File: src/rtl/disp_scanner.sv
// rtl/disp_scanner.sv - debug 7-segment scanner with debounced next/prev register select
// Optional feature macro: DISP_SCANNER_SELSHOW_EN (register number on digits 7..6)
module disp_scanner #(
  parameter int REFRESH_DIV     = 1000,
  parameter int NUM_DIGITS      = 8,
  parameter int DEBOUNCE_CYCLES = 16
) (
  input  logic        clk,
  input  logic        reset,
  input  logic        btn_next,
  input  logic        btn_prev,
  output logic [4:0]  dispSel,
  input  logic [31:0] dispDat,
  output logic [7:0]  an,
  output logic [6:0]  seg,
  output logic        dp
);
  localparam int RW = $clog2(REFRESH_DIV);
  localparam int DW = $clog2(DEBOUNCE_CYCLES);
  localparam logic [RW-1:0] R_LAST  = RW'(REFRESH_DIV - 1);
  localparam logic [2:0]    D_LAST  = 3'(NUM_DIGITS - 1);
  localparam logic [DW-1:0] DB_LAST = DW'(DEBOUNCE_CYCLES - 1);

  logic [RW-1:0] rcnt;
  logic [2:0]    didx;
  logic [31:0]   shadow;
  logic          load_pending;
  logic [1:0]    meta, sync, stable, armed, rise;
  logic [DW-1:0] cnt [2];
  logic          frame_end, load, sel_change;
  logic [3:0]    nibble;
  logic          dp_next;

  function automatic logic [6:0] hex7(input logic [3:0] v);
    case (v)
      4'h0: hex7 = 7'h40;  4'h1: hex7 = 7'h79;  4'h2: hex7 = 7'h24;  4'h3: hex7 = 7'h30;
      4'h4: hex7 = 7'h19;  4'h5: hex7 = 7'h12;  4'h6: hex7 = 7'h02;  4'h7: hex7 = 7'h78;
      4'h8: hex7 = 7'h00;  4'h9: hex7 = 7'h10;  4'hA: hex7 = 7'h08;  4'hB: hex7 = 7'h03;
      4'hC: hex7 = 7'h46;  4'hD: hex7 = 7'h21;  4'hE: hex7 = 7'h06;  default: hex7 = 7'h0E;
    endcase
  endfunction

  assign frame_end  = (rcnt == R_LAST) && (didx == D_LAST);
  assign load       = load_pending || frame_end;
  assign sel_change = rise[0] ^ rise[1];

  // Synchronizers track the pins through reset so the arm logic sees the true level.
  always_ff @(posedge clk) begin
    meta <= {btn_prev, btn_next};
    sync <= meta;
  end

  // armed blocks a press that was already held across reset until it is released.
  always_comb begin
    rise = '0;
    for (int b = 0; b < 2; b++)
      rise[b] = armed[b] && !stable[b] && sync[b] && (cnt[b] == DB_LAST);
  end

  always_ff @(posedge clk) begin
    if (reset) begin
      stable <= '0;
      armed  <= '0;
      cnt[0] <= '0;
      cnt[1] <= '0;
    end else begin
      for (int b = 0; b < 2; b++) begin
        armed[b] <= armed[b] | ~sync[b];
        if (sync[b] != stable[b]) begin
          if (cnt[b] == DB_LAST) begin
            stable[b] <= sync[b];
            cnt[b]    <= '0;
          end else begin
            cnt[b] <= cnt[b] + DW'(1);
          end
        end else begin
          cnt[b] <= '0;
        end
      end
    end
  end

  always_ff @(posedge clk) begin
    if (reset) begin
      dispSel      <= '0;
      rcnt         <= '0;
      didx         <= '0;
      shadow       <= '0;
      load_pending <= 1'b1;
    end else begin
      case (rise)
        2'b01:   dispSel <= dispSel + 5'd1;
        2'b10:   dispSel <= dispSel - 5'd1;
        default: dispSel <= dispSel;
      endcase
      if (rcnt == R_LAST) begin
        rcnt <= '0;
        didx <= (didx == D_LAST) ? 3'd0 : didx + 3'd1;
      end else begin
        rcnt <= rcnt + RW'(1);
      end
      if (load)
        shadow <= dispDat;
      if (sel_change)
        load_pending <= 1'b1;
      else if (load)
        load_pending <= 1'b0;
    end
  end

  always_comb begin
    nibble  = shadow[{didx, 2'b00} +: 4];
    dp_next = 1'b1;
`ifdef DISP_SCANNER_SELSHOW_EN
    if (didx == 3'd7) begin
      nibble = {3'b000, dispSel[4]};
    end else if (didx == 3'd6) begin
      nibble  = dispSel[3:0];
      dp_next = 1'b0;
    end
`endif
  end

  always_ff @(posedge clk) begin
    if (reset) begin
      an  <= 8'hFF;
      seg <= 7'h7F;
      dp  <= 1'b1;
    end else begin
      an  <= ~(8'b1 << didx);
      seg <= hex7(nibble);
      dp  <= dp_next;
    end
  end
endmodule
File: config.mk
export PLATFORM = sky130hd
export DESIGN_NAME = disp_scanner
export DESIGN_NICKNAME = d
export VERILOG_FILES = /design/src/rtl/disp_scanner.sv
export SDC_FILE = /design/constraint.sdc
export NUM_CORES = 1
export LEC_CHECK = 0
export CAP_MARGIN = 20
export CORE_ASPECT_RATIO = 1.75
export CORE_MARGIN = 2
export CORE_UTILIZATION = 40
export DETAILED_ROUTE_END_ITERATION = 8
export GPL_TIMING_DRIVEN = 0
export SLEW_MARGIN = 5
export SYNTH_ARGS = -nofsm -noshare
export SYNTH_HDL_FRONTEND = slang
export SYNTH_SLANG_ARGS = --single-unit
File: constraint.sdc
create_clock -name clk -period 2.4 [get_ports clk]
set_input_delay 0.48 -clock clk [delete_from_list [all_inputs] [get_ports clk]]
set_output_delay 0.48 -clock clk [all_outputs]
set_load 0.03 [all_outputs]
# == Yosys cells after proc, flatten, opt, wreduce, memory -nomap -nowiden ==
# Memory sizes are Yosys's and may differ from the RTL's. A register that Yosys moved wholly into a read port is not among the register bits.
# Index checks and enable logic that the tools add are counted.
# totals
register_bits,67
mem_bits_rw,8
rom_bits,112
in_bits,36
wordCells,88
n_memories,2
# memory_table
name,words,word_bits,read_ports,rd_clocked_by_memory_dff,write_ports,line_no,text
(name not given),16,7,1,1,0,35,case (v)
cnt,2,4,2,0,2,29,logic [DW-1:0] cnt [2];
# classes
addsub,6
n_eq_ne,8
shifts,2
muxes,32
bitwise_logic,12
n_reduce_logical,15
# ops
operator,count
$shiftx 32x6->4,1
$mux 1,24
$mux 4,6
$add 10x1->10 const B,1
$eq 10x10->1 const B,1
$pmux 5 s2,1
$add 4x1->4 const B,2
$eq 4x4->1 const B,2
$not 8->8,1
$or 1x1->1,8
$shl 1x3->8 const A,1
$logic_and 1x1->1,7
$add 5x1->5 const B,1
$sub 5x1->5 const B,1
$reduce_and 2->1,2
$reduce_or 2->1,2
$add 3x1->3 const B,1
$eq 3x3->1 const B,1
$mux 3,1
$eq 2x1->1 const B,1
$eq 2x2->1 const B,1
$logic_not 1->1,2
$ne 1x1->1,2
$not 1->1,2
3 further kinds,3

# == Depth between registers and ports, before layout ==
# An unclocked memory read counts as a cell.
# logic_depth
ltp_word,9
ltp_mapped,12

# == Least setup slack after synthesis ==
# No wires, ideal clock.
# synth_timing
path_type,reg-to-reg
startpoint,memory cnt[0][0] (netlist bit)
endpoint,register dispSel[4]
arrival_time_ns,2.518
slack_ns,-0.245
path_stages_with_launch,13
path_buffers,1
synth_period_minus_slack_ns,2.645
cell_sequence,edfxtp_1 -> ha_1 -> and3_1 -> nand4b_1 -> ha_1 -> clkbuf_1 -> xor2_1 -> ha_1 -> or3b_2 -> a21oi_1 -> o21ai_0 -> xor2_1 -> nor2_1
# synth_lines
item,line_no,text
start: declaration,29,
end signal: assignment,92,2'b01: dispSel <= dispSel + 5'd1;
end signal: assignment,93,2'b10: dispSel <= dispSel - 5'd1;
end signal: assignment,94,default: dispSel <= dispSel;
end: declaration,12,"output logic [4:0] dispSel,"

==> qor.yml <==
hp-start: "meta[1]"
area_growth_pct: 32.40
worst_hold_path_type: "reg2reg"
crit_family: "simple AND/OR/NAND/NOR gates"
synth.distinct_cells: 50
antenna_found_initial: 0
netlist_area_sq_mm: 0.003591
slew-limit-headroom_pct: 58.82
combPwrFrac_pct: 10.0
dpl_cell_area_sq_mm: 0.004342
gp_congestion: 0.7750
fin_crit_sh_pct: 97.47
p_per_area_mw_per_mm2: 635.7
synth_cells: 388
postRouteAntennaNets: 0
final_area_sq_mm: 0.004755
chipWidth_um: 75.63
io-pin-count: 57
crit_buf_inv: 0
path_clk_slew_ns: 0.06
dpl.cell_count: 567
synth_top_cell_area_share_pct: 41.25
final-seq-area_sq_mm: 0.001723
grt_overflow: 0
synth_top_flop_cell: "dfxtp_1"
synth-edff-count: 8
drv_slew: 0
fin_setup_tns_ns: 0
vdd_ir_drop_max_mv: 0.3978
drc: 0
cts_tree: "yes"
finalWirelength_mm: 7.979
start_util_pct: 41.15
fmax_mhz: 427.5
grt_max_degree: 13
cts_root_buf: "clkbuf_16"
layout_min_cycle_time_ns: 2.339
clk_latency_ns: 0.34
slowest_stage: "or3b_4"
grt_pass1_wl_mm: 13.34
crit_path_max_fanout: 4
syn_avg_cell_area_sq_um: 9.255
internal_power_mw: 2.318
status: "complete, no violations"
tightest_slew_ns: 0.6177
hold_violations: 0
cp-start-kind: "flip-flop"
stdcell_count: 593
clockPowerShare_pct: 41.0
nets: 525
routed_via_density: 4.948
drive_gt1_share_pct: 12.82
yosysSeqAreaShare_pct: 47.94
skew_ns: 0.004362
async_flop_share_pct: 0
rsz0062_at_grt: "true"
core_area_sq_mm: 0.008727
clk_path_buf_depth: 2
startpoint: "cnt[0][0]"
yosysTopAreaCell: "dfxtp_1"
initialDrtViolationCount: 95
via_count: 2934
die_h_um: 129.3
arrival_ns: 2.54
p_sw_share_pct: 23.31
cp-end-kind: "flip-flop"
setup_viol: 0
yosys_warnings: 0
htree_levels: 3
fin_hold_ws_ns: 0.3265
power_frac_seq_pct: 49.0
rows: 45
wl_per_cell_um: 13.46
holdBufCountCts: 0
crit_path_max_incr_delay_ns: 0.37
worst-setup-path-type: "reg2reg"
grtUsageTotal_pct: 18.04
yosys_register_bits: 82
multi_input_area_sq_mm: 0.001862
critPathRequiredTime_ns: 2.61
dpl.hpwl_mm: 5.880
port_buffers: 54
cap_violations: 0
numCtsBuffers: 9
diodes: 0
path_cells: "ha_2, and3_4, nand4b_1, ha_4, xor2_1, ha_2, or3b_4, a21oi_2, o21ai_1, xor2_1, nor2_1"
grt_pass1_vias: 2899
netlist_top_cells_area: "dfxtp_1 (41%), nand2_1 (8.7%), edfxtp_1 (6.7%)"
leakage_nw: 1.866
cts_num_sinks: 82
dieArea_sq_mm: 0.009781
timing.rr.start: "cnt[0][0]"
drt_pass1_iterations: 4
fillers: 823
p_sw_uw: 704.6
routing by layer:
metal / track usage [%] / wire length (um) / vias up
li1: - / - / 1484
met1: 19.75 / 3202 / 1384
met2: 32.63 / 4404 / 51
met3: 2.488 / 174 / 15
met4: 8.978 / 197 / 0
met5: 0 / 0 / -
final timing paths:
path | endpoint | slack, ns | cells after the start
worst min register to register | sync[1] | 0.33 | 0
worst max-delay path | dispSel[4] | 0.06 | 11
worst max register to register | dispSel[4] | 0.06 | 11
worst min-delay path | sync[1] | 0.33 | 0
kinds of logic (layout without fill, tap and decap cells):
group,count (synthesis),count (layout),synth area share [%]
buffers and inverters,29,109,3.519
other,1,9,0.1044
adders and majority gates,18,18,6.272
AOI/OAI and AO/OA,70,70,11.39
xor gates and xnor gates,18,18,4.390
and+or+nand+nor,150,150,18.08
muxes,20,20,8.293
DFF,82,82,47.94
cell usage after synthesis (7+ instances only):
cell type,instances
mux2i_1,8
ha_1,18
nor2_1,32
xnor2_1,9
clkbuf_1,7
xor2_1,9
a21oi_1,44
o21ai_0,7
edfxtp_1,8
nand2_1,83
dfxtp_1,74
nand3_1,10
inv_1,10
cell usage in the layout, fill, tap and decap left out, drive strengths merged, types with 8 or more instances in the layout:
cell           instances
o21ai                  8
nand2                 84
conb                   9
xnor2                  9
mux2i                  9
nand3                 10
clkbuf                19
edfxtp                 8
inv                   10
clkdlybuf4s50         54
a21oi                 44
nor2                  32
dfxtp                 74
xor2                   9
buf                   22
ha                    18
final cells by class:
| cell class | instances | area share, % |
|---|---|---|
| Buffer | 16 | 1.816 |
| Sequential cell | 82 | 36.24 |
| Multi-Input combinational cell | 285 | 39.16 |
| Inverter | 11 | 0.8684 |
| Tap cell | 117 | 3.079 |
| Clock buffer | 13 | 5.263 |
| Timing Repair Buffer | 66 | 13.26 |
| Clock inverter | 3 | 0.3158 |
flip-flops by register name (all words and copies together), names as in the netlist:
signal / flops
shadow: 32
rcnt: 10
an: 8
cnt: 8
seg: 7
dispSel: 5
didx: 3
armed: 2
meta: 2
stable: 2
sync: 2
load_pending: 1
per-stage QoR:
step           worst slack (ns)  util (%)  total power [mW]
2_1_floorplan           0.03911         -             1.670
3_3_place_gp            -0.1642     49.75             1.795
3_5_place_dp            -0.2142     49.75             1.800
4_1_cts               0.0009914     53.69             3.045
5_1_grt                -0.06269     54.48             3.131
6_report                0.06068     54.48             3.023
power by group through the flow:
| stage | Combinational, mW | Clock [mW] | Sequential (mW) |
|---|---|---|---|
| after floorplan | 0.145 | 0 | 1.52 |
| after global placement | 0.287 | 0 | 1.51 |
| after detailed placement | 0.289 | 0 | 1.51 |
| after CTS | 0.296 | 1.27 | 1.48 |
| after global routing | 0.334 | 1.31 | 1.49 |
| final | 0.302 | 1.24 | 1.48 |
repair_timing:
item,CTS,global route
buffers inserted,8,4
gates cloned,0,0
gates resized for setup,7,9
pin swaps,5,6
setup endpoints to repair,4,7
No activity file was read; power rests on OpenSTA's default activity.
